--- src/rtl/noc_pkg.sv ---
// Shared flit encodings and framing-FSM states for the NoC router input ports.
package noc_pkg;

   localparam logic [2:0] FLIT_NONE   = 3'b000;
   localparam logic [2:0] FLIT_HEADER = 3'b001;
   localparam logic [2:0] FLIT_BODY   = 3'b010;
   localparam logic [2:0] FLIT_TAIL   = 3'b100;

   localparam int LEN_W = 12;

   // HDR: packet framed but its own header not yet forwarded; PKT: header forwarded.
   typedef enum logic [1:0] {
      ST_IDLE = 2'd0,
      ST_HDR  = 2'd1,
      ST_PKT  = 2'd2
   } pkt_state_t;

   function automatic logic is_header(input logic [2:0] id);
      return id == FLIT_HEADER;
   endfunction

endpackage

--- src/rtl/flit_fifo.sv ---
// Synchronous flit FIFO with registered pointers and occupancy count; head is read combinationally.
module flit_fifo #(
   parameter int WIDTH = 35,
   parameter int DEPTH = 4
) (
   input  logic             clk,
   input  logic             rst,
   input  logic             push,
   input  logic [WIDTH-1:0] push_word,
   input  logic             pop,
   output logic             full,
   output logic             empty,
   output logic [WIDTH-1:0] head_word
);

   localparam int PTR_W = $clog2(DEPTH);

   logic [WIDTH-1:0] mem [DEPTH];
   logic [PTR_W-1:0] wr_ptr;
   logic [PTR_W-1:0] rd_ptr;
   logic [PTR_W:0]   count;
   logic             do_push;
   logic             do_pop;

   assign full      = (count == (PTR_W + 1)'(DEPTH));
   assign empty     = (count == '0);
   // A full FIFO refuses pushes even when a pop frees a slot in the same cycle.
   assign do_push   = push && !full;
   assign do_pop    = pop && !empty;
   assign head_word = mem[rd_ptr];

   always_ff @(posedge clk) begin
      if (rst) begin
         wr_ptr <= '0;
         rd_ptr <= '0;
         count  <= '0;
      end else begin
         if (do_push) wr_ptr <= wr_ptr + 1'b1;
         if (do_pop)  rd_ptr <= rd_ptr + 1'b1;
         case ({do_push, do_pop})
            2'b10:   count <= count + 1'b1;
            2'b01:   count <= count - 1'b1;
            default: count <= count;
         endcase
      end
   end

   always_ff @(posedge clk) begin
      if (do_push) mem[wr_ptr] <= push_word;
   end

endmodule

--- src/rtl/input_port_buffer.sv ---
// Router input port: flit FIFO, packet-framing FSM driving req, length latch and registered output.
module input_port_buffer
   import noc_pkg::*;
#(
   parameter int DATA_W = 32,
   parameter int DEPTH  = 4
) (
   input  logic              clk,
   input  logic              rst,
   input  logic              in_valid,
   input  logic [2:0]        in_flit_id,
   input  logic [DATA_W-1:0] in_data,
   output logic              in_ready,
   input  logic              grant,
   output logic              req,
   output logic [2:0]        flit_id,
   output logic [LEN_W-1:0]  length,
   output logic              out_valid,
   output logic [DATA_W-1:0] out_data,
   output logic              err
);

   localparam int WORD_W = 3 + DATA_W;

   logic              full;
   logic              empty;
   logic              push;
   logic              fifo_pop;
   logic              fwd_pop;
   logic              drop;
   logic              err_nxt;
   logic [WORD_W-1:0] head_word;
   logic [2:0]        head_id;
   logic [DATA_W-1:0] head_data;
   logic              head_is_hdr;

   pkt_state_t        state;
   pkt_state_t        state_nxt;
   logic [LEN_W-1:0]  len_q;
   logic              vld_p1;
   logic              err_p1;
   logic [DATA_W-1:0] data_p1;

   assign in_ready = !full;
   assign push     = in_valid && !full;
   assign fifo_pop = fwd_pop || drop;

   flit_fifo #(
      .WIDTH (WORD_W),
      .DEPTH (DEPTH)
   ) u_fifo (
      .clk       (clk),
      .rst       (rst),
      .push      (push),
      .push_word ({in_flit_id, in_data}),
      .pop       (fifo_pop),
      .full      (full),
      .empty     (empty),
      .head_word (head_word)
   );

   assign head_id     = head_word[WORD_W-1 -: 3];
   assign head_data   = head_word[DATA_W-1:0];
   assign head_is_hdr = !empty && is_header(head_id);

   assign req     = (state != ST_IDLE);
   assign flit_id = empty ? FLIT_NONE : head_id;
   assign length  = head_is_hdr ? head_data[LEN_W-1:0] : len_q;

   always_ff @(posedge clk) begin
      if (rst) state <= ST_IDLE;
      else     state <= state_nxt;
   end

   always_comb begin
      state_nxt = state;
      fwd_pop   = 1'b0;
      drop      = 1'b0;
      err_nxt   = 1'b0;
      case (state)
         ST_IDLE: begin
            // Orphan body/tail flits are discarded without waiting for a grant.
            if (!empty) begin
               if (is_header(head_id)) begin
                  state_nxt = ST_HDR;
               end else begin
                  drop    = 1'b1;
                  err_nxt = 1'b1;
               end
            end
         end
         ST_HDR: begin
            if (grant && !empty) begin
               fwd_pop   = 1'b1;
               state_nxt = ST_PKT;
            end
         end
         ST_PKT: begin
            if (grant && !empty) begin
               fwd_pop = 1'b1;
               if (head_id == FLIT_TAIL) state_nxt = ST_IDLE;
               else if (is_header(head_id)) err_nxt = 1'b1;
            end
         end
         default: state_nxt = ST_IDLE;
      endcase
   end

   // Stage p1: popped flit and error pulse, one cycle after the pop decision.
   always_ff @(posedge clk) begin
      if (rst) begin
         len_q  <= '0;
         vld_p1 <= 1'b0;
         err_p1 <= 1'b0;
      end else begin
         if (head_is_hdr) len_q <= head_data[LEN_W-1:0];
         vld_p1 <= fwd_pop;
         err_p1 <= err_nxt;
      end
   end

   always_ff @(posedge clk) begin
      if (fwd_pop) data_p1 <= head_data;
   end

   assign out_valid = vld_p1;
   assign out_data  = data_p1;
   assign err       = err_p1;

endmodule
--- config.mk ---
export PLATFORM = sky130hd
export DESIGN_NAME = input_port_buffer
export DESIGN_NICKNAME = d
export VERILOG_FILES = /design/src/rtl/noc_pkg.sv /design/src/rtl/flit_fifo.sv /design/src/rtl/input_port_buffer.sv
export SDC_FILE = /design/constraint.sdc
export NUM_CORES = 1
export LEC_CHECK = 0
export ABC_AREA = 0
export CORE_ASPECT_RATIO = 0.8
export CORE_MARGIN = 8
export CORE_UTILIZATION = 45
export CTS_CLUSTER_SIZE = 30
export DETAILED_ROUTE_END_ITERATION = 8
export PLACE_DENSITY = 0.67
export SLEW_MARGIN = 0
export SYNTH_ARGS = -nofsm -noshare
export SYNTH_HDL_FRONTEND = slang
export SYNTH_SLANG_ARGS = --single-unit
--- constraint.sdc ---
create_clock -name clk -period 4.6 [get_ports clk]
set_input_delay 1.15 -clock clk [delete_from_list [all_inputs] [get_ports clk]]
set_output_delay 1.15 -clock clk [all_outputs]
set_load 0.02 [all_outputs]
==> impl_metrics.json, run 1 <==
{
  "r2r_cells": 9,
  "synthTopCellsByArea": "edfxtp_1 71%, mux4_2 11%, dfxtp_1 6.9%",
  "vdd_drop_max_mv": 0.292,
  "maxCapViolCount": 0,
  "synth_cell_types": 36,
  "mappedNetlistNets": 388,
  "clk_latency_ns": 0.43,
  "ys_top_cells_by_count": "172 x edfxtp_1, 35 x mux4_2, 25 x dfxtp_1, 13 x nor2b_1, 10 x inv_1",
  "endpoint": "length[4]",
  "synth_ff_type": "edfxtp_1",
  "setup_viol": 0,
  "critPathMaxFanout": 12,
  "rsz0062_at_grt": "false",
  "cts_setup_buffers": 0,
  "ys_ff_latch": 197,
  "p_sw_mw": 1.27,
  "die_y_um": 129,
  "power.density_nw_per_um2": 530,
  "initial_utilization_pct": 45.9,
  "grt_util_all_layers_pct": 13.8,
  "final.setup_skew_ns": 0.00699,
  "yosys.area.top_type": "edfxtp_1",
  "vias": 3471,
  "cp_slowest_stage_delay_ns": 0.57,
  "cts_buffer_depth": 2,
  "firstDrtPassIters": 4,
  "syn-cell-area_um2": 7230,
  "yosysWarnings": 0,
  "crit_family": "multiplexers",
  "die_x_um": 158,
  "drt-initial-drc-count": 187,
  "clock_sinks": 197,
  "critPathBufInv": 2,
  "numPortBuffers": 89,
  "grt_pass1_vias": 3641,
  "drt-total-wl_mm": 13.5,
  "synth_edf_count": 172,
  "max_slew.worst_pin.slew_ns": 1.01,
  "hpwl_mm": 8.24,
  "async_flop_share_pct": 0,
  "area_growth_syn_to_layout_pct": 23.7,
  "rows": 41,
  "r2r_end": "u_fifo.count[2]$_SDFFE_PP0P_",
  "pwr-share-clk_pct": 29.0,
  "grt_start_max_net_pins": 36,
  "leakagePower_nw": 2.93,
  "cts_tree": "yes",
  "fmax_mhz": 249,
  "cts_made_buffers": 17,
  "routed_via_density": 5.17,
  "internal_power_mw": 3.47,
  "worst-setup-path-type": "flip-flop to output pin",
  "finalCritPeriodShare_pct": 87.4,
  "gr-total-overflow": 0,
  "synth_top_cell_area_share_pct": 71.5,
  "cts_hold_buf": 0,
  "netlist_instances": 339,
  "cp_data_arrival_time_ns": 2.87,
  "ios": 90,
  "yosysSeqAreaShare_pct": 78.4,
  "p_seq_share_pct": 47.7,
  "hold_viol": 0,
  "nNetsFinal": 492,
  "cp.depth": 6,
  "worstPathRequired_ns": 3.45,
  "gp_congestion": 0.738,
  "diodes": 0,
  "ant_nets": 0,
  "core-area_um2": 15700,
  "power_mw": 4.74,
  "antenna_found_initial": 0,
  "reg2reg_slack_ns": 1.86,
  "slew_headroom_pct": 32.5,
  "layout-drive-gt1-share_pct": 18.0,
  "routedWlPerCell_um": 20.1,
  "end_kind": "output pin",
  "dpl.cell_count": 639,
  "startpoint_type": "flip-flop",
  "synth_area_per_cell_um2": 21.3,
  "grt_pass1_wl_mm": 20.6,
  "crit_path_top_delay_cell": "mux4_2",
  "yosysMostFrequentCell": "edfxtp_1",
  "cp_cell_sequence": "mux4_2, nand2b_4, nor3_2, buf_4, mux2_1, clkdlybuf4s50_1",
  "fin_cells": 671,
  "worstHoldPathType": "flip-flop to flip-flop",
  "clk_pin_slew_ns": 0.06,
  "p_sw_share_pct": 26.7,
  "dieArea_um2": 20400,
  "cts-root-buf": "clkbuf_16",
  "setup_tns_ns": 0,
  "p_comb_share_pct": 23.4,
  "cts_max_level": 4,
  "finalCriticalPeriod_ns": 4.02,
  "outcome": "finished clean",
  "cts_resized": 0,
  "drc": 0,
  "drv_slew": 0
}
-- sequential cells by signal (all words and copies together) (netlist names), named ones only --
signal / count
u_fifo.count: 3
err: 1
u_fifo.rd_ptr: 2
out_valid: 1
u_fifo.mem: 140
len_q: 12
u_fifo.wr_ptr: 2
state: 2
out_data: 32
-- cell usage in the layout, fill, tap and decap left out, types with 2 or more instances in the layout --
master | synthesis | routed
inv_1 | 10 | 10
ha_1 | 9 | 9
dfxtp_1 | 25 | 23
nor3_1 | 3 | 3
or4_1 | 2 | 2
clkinv_4 | 0 | 2
or3_1 | 2 | 2
mux4_2 | 35 | 35
clkbuf_1 | 6 | 4
clkdlybuf4s50_1 | 0 | 89
clkinv_2 | 0 | 4
clkbuf_16 | 0 | 17
and2_1 | 4 | 4
mux2_2 | 3 | 3
nand3_1 | 2 | 2
xor2_1 | 2 | 2
o31a_1 | 2 | 2
a21oi_1 | 5 | 5
nand2_1 | 2 | 2
o31ai_1 | 2 | 2
dfxtp_2 | 0 | 2
xnor2_1 | 2 | 2
edfxtp_1 | 172 | 172
buf_4 | 1 | 7
nor2_1 | 7 | 7
o21ai_0 | 3 | 3
and3_2 | 0 | 4
nor2b_1 | 13 | 13
mux2_1 | 9 | 9
clkbuf_8 | 0 | 2
-- layout make-up --
class,count,area (um^2)
Clock buffer,23,468
Clock inverter,9,78.8
Fill cell,1173,6810
Inverter,10,37.5
Multi-Input combinational cell,121,1470
Sequential cell,197,5670
Tap cell,215,269
Timing Repair Buffer,96,943
-- per-layer routing --
layer	vias to the layer above	part of all wire [%]	track usage (%)
met2	106	48	21.9
met4	0	1.4	4.80
met1	1782	45	17.7
met3	18	6.3	4.36
li1	1565	-	-
met5	-	0	0
-- power groups by stage --
stage	Clock (mW)	Sequential (mW)	Combinational, mW
final	1.37	2.26	1.11
after floorplan	0	2.29	0.722
after detailed placement	0	2.30	1.12
after global placement	0	2.29	1.09
after global routing	1.46	2.28	1.20
after CTS	1.39	2.26	1.13
-- worst reg2reg max path: cells and delay by family (launching register included) --
family          cells  cell delay (ns)
fa+ha+maj           2             0.65
buf+inv             1             0.07
mux                 1             0.60
simple gates        2             0.44
xor+xnor            1             0.16
compound gates      2             0.35
flops               1             0.41
-- logic make-up (layout without fill, tap and decap cells) --
group	after synthesis	count (layout)	synth area share, %
AND/OR/NAND/NOR	43	43	3.53
XOR/XNOR	4	4	0.485
AO/OA/AOI/OAI	17	17	1.68
buffers and inverters	21	138	1.30
multiplexers	47	47	12.8
flip-flops	197	197	78.4
adder cells (fa/ha/maj)	10	10	1.84
-- through the flow --
step           area [um^2]  worst slack, ns  hold WS, ns  util (%)
2_1_floorplan         7230            0.850        0.465         -
3_3_place_gp          8390             1.02        0.474      53.3
3_5_place_dp          8390            0.949        0.495      53.3
4_1_cts               8940            0.533        0.503      56.8
5_1_grt               8940            0.419        0.554      56.8
6_report              8940            0.582        0.506      56.8
-- how the worst min path moves through the flow --
stage | slack (ns) | from | end | cells past startpoint
2_1_floorplan | 0.46 | state[1]$_SDFFE_PP0P_ | state[1]$_SDFFE_PP0P_ | 2
3_3_place_gp | 0.47 | state[1]$_SDFFE_PP0P_ | state[1]$_SDFFE_PP0P_ | 2
3_5_place_dp | 0.49 | state[1]$_SDFFE_PP0P_ | state[1]$_SDFFE_PP0P_ | 2
4_1_cts | 0.50 | state[1]$_SDFFE_PP0P_ | state[1]$_SDFFE_PP0P_ | 2
5_1_grt | 0.55 | u_fifo.wr_ptr[1]$_SDFFE_PP0P_ | u_fifo.wr_ptr[1]$_SDFFE_PP0P_ | 2
6_report | 0.51 | state[1]$_SDFFE_PP0P_ | state[1]$_SDFFE_PP0P_ | 2
Note: power is estimated with default switching activity, not from simulation.
==> inputs of run 2 (changes only) <==
- CORE_MARGIN: 8 -> 2
- SKIP_LAST_GASP: unset -> 1
==> impl_metrics.json, run 2 (synthesis results as in run 1) <==
{
  "max_slew.worst_pin.slew_ns": 1.02,
  "hpwl_mm": 7.71,
  "routedWlPerCell_um": 19.4,
  "placedInstanceArea_um2": 8380,
  "die_x_um": 146,
  "fin_cells": 669,
  "gp_congestion": 0.689,
  "ant_nets": 0,
  "grt_util_all_layers_pct": 16.0,
  "clk_pin_slew_ns": 0.06,
  "setup_tns_ns": 0,
  "area_growth_syn_to_layout_pct": 24.6,
  "dpl.cell_count": 637,
  "crit_path_top_delay_cell": "mux4_2",
  "rows": 41,
  "finalCritPeriodShare_pct": 88.7,
  "cp_cell_sequence": "buf_4, mux4_2, mux2_1, clkdlybuf4s50_1",
  "cts_tree": "yes",
  "cp_data_arrival_time_ns": 2.93,
  "worstHoldPathType": "flip-flop to flip-flop",
  "leakagePower_nw": 2.96,
  "dieArea_um2": 17100,
  "cp_slowest_stage_delay_ns": 0.64,
  "fmax_mhz": 245,
  "core-area_um2": 15700,
  "slew_headroom_pct": 31.9,
  "final.setup_skew_ns": 0.00627,
  "die_y_um": 117,
  "layout_commonest_cell": "edfxtp_1",
  "routed_via_density": 5.21,
  "place_ws_ns": 0.672,
  "stdcell_area_um2": 9010,
  "cts_max_level": 4,
  "hold_viol": 0,
  "drc": 0,
  "vias": 3484,
  "grt_pass1_vias": 3731,
  "finalCriticalPeriod_ns": 4.08,
  "startpoint_type": "flip-flop",
  "vdd_drop_max_mv": 0.289,
  "firstDrtPassIters": 4,
  "grt_start_max_net_pins": 36,
  "drt-initial-drc-count": 207,
  "end_kind": "output pin",
  "maxCapViolCount": 0,
  "power.density_nw_per_um2": 544,
  "clock_sinks": 197,
  "ios": 90,
  "worst-setup-path-type": "flip-flop to output pin",
  "regMostFlops": "u_fifo.mem",
  "cts_hold_buf": 0,
  "antenna_found_initial": 0,
  "largest_register_ffs": 140,
  "worstPathRequired_ns": 3.45,
  "cts_buffer_depth": 2,
  "setup_slack_ns": 0.522,
  "gr-total-overflow": 0,
  "cts_setup_buffers": 0,
  "setup_viol": 0,
  "fillers": 1225,
  "cts_made_buffers": 17,
  "diodes": 0,
  "outcome": "finished clean",
  "critPathMaxFanout": 32,
  "mostFrequentLayoutCells": "172 x edfxtp_1, 89 x clkdlybuf4s50_1, 35 x mux4_2",
  "holdWs_ns": 0.495,
  "initial_utilization_pct": 45.9,
  "layout-drive-gt1-share_pct": 18.7,
  "drt-total-wl_mm": 13.0,
  "cts_resized": 0,
  "rsz0062_at_grt": "false",
  "nNetsFinal": 490,
  "cts-root-buf": "clkbuf_16",
  "clk_latency_ns": 0.43,
  "power_mw": 4.90,
  "numPortBuffers": 89,
  "drv_slew": 0,
  "grt_pass1_wl_mm": 20.3,
  "fin_util_pct": 57.2
}
[run 2: power by group]
part | internal, mW | switching, mW | total [mW]
sequential | 2.18 | 0.0654 | 2.25
clock | 0.937 | 0.626 | 1.56
combinational | 0.512 | 0.581 | 1.09
total | 3.63 | 1.27 | 4.90
[run 2: final cells by class]
class	count	area (um^2)	area share (%)
flip-flops and latches	197	5670	62.9
clock inverters	13	178	1.97
multi-input cells	121	1470	16.4
inverters	10	37.5	0.417
repair buffers	94	928	10.3
clock buffers	19	453	5.03
well taps	215	269	2.99
[run 2: final timing paths]
check                                      startpoint                            to  slack [ns]  depth (start not counted)
worst max-delay path                        flip-flop                    length[10]        0.52                          4
worst min-delay path            state[1]$_SDFFE_PP0P_         state[1]$_SDFFE_PP0P_        0.50                          2
worst max register to register  state[0]$_SDFFE_PP0P_  u_fifo.count[2]$_SDFFE_PP0P_        1.66                         11
worst min register to register  state[1]$_SDFFE_PP0P_         state[1]$_SDFFE_PP0P_        0.50                          2
[run 2: worst max-delay path, delay by kind of cell (launching register included)]
family                 cells  cell delay, ns
flip-flops                 1            0.38
multiplexers               2            0.98
buffers and inverters      2            1.11
[run 2: per-layer routing]
layer	part of all wire [%]	track usage, %	wire length (um)	vias up
met2	50	25.9	6450	93
met4	1.5	6.43	199	0
li1	-	-	-	1559
met1	44	20.8	5670	1817
met3	4.9	4.51	631	15
met5	0	0	0	-
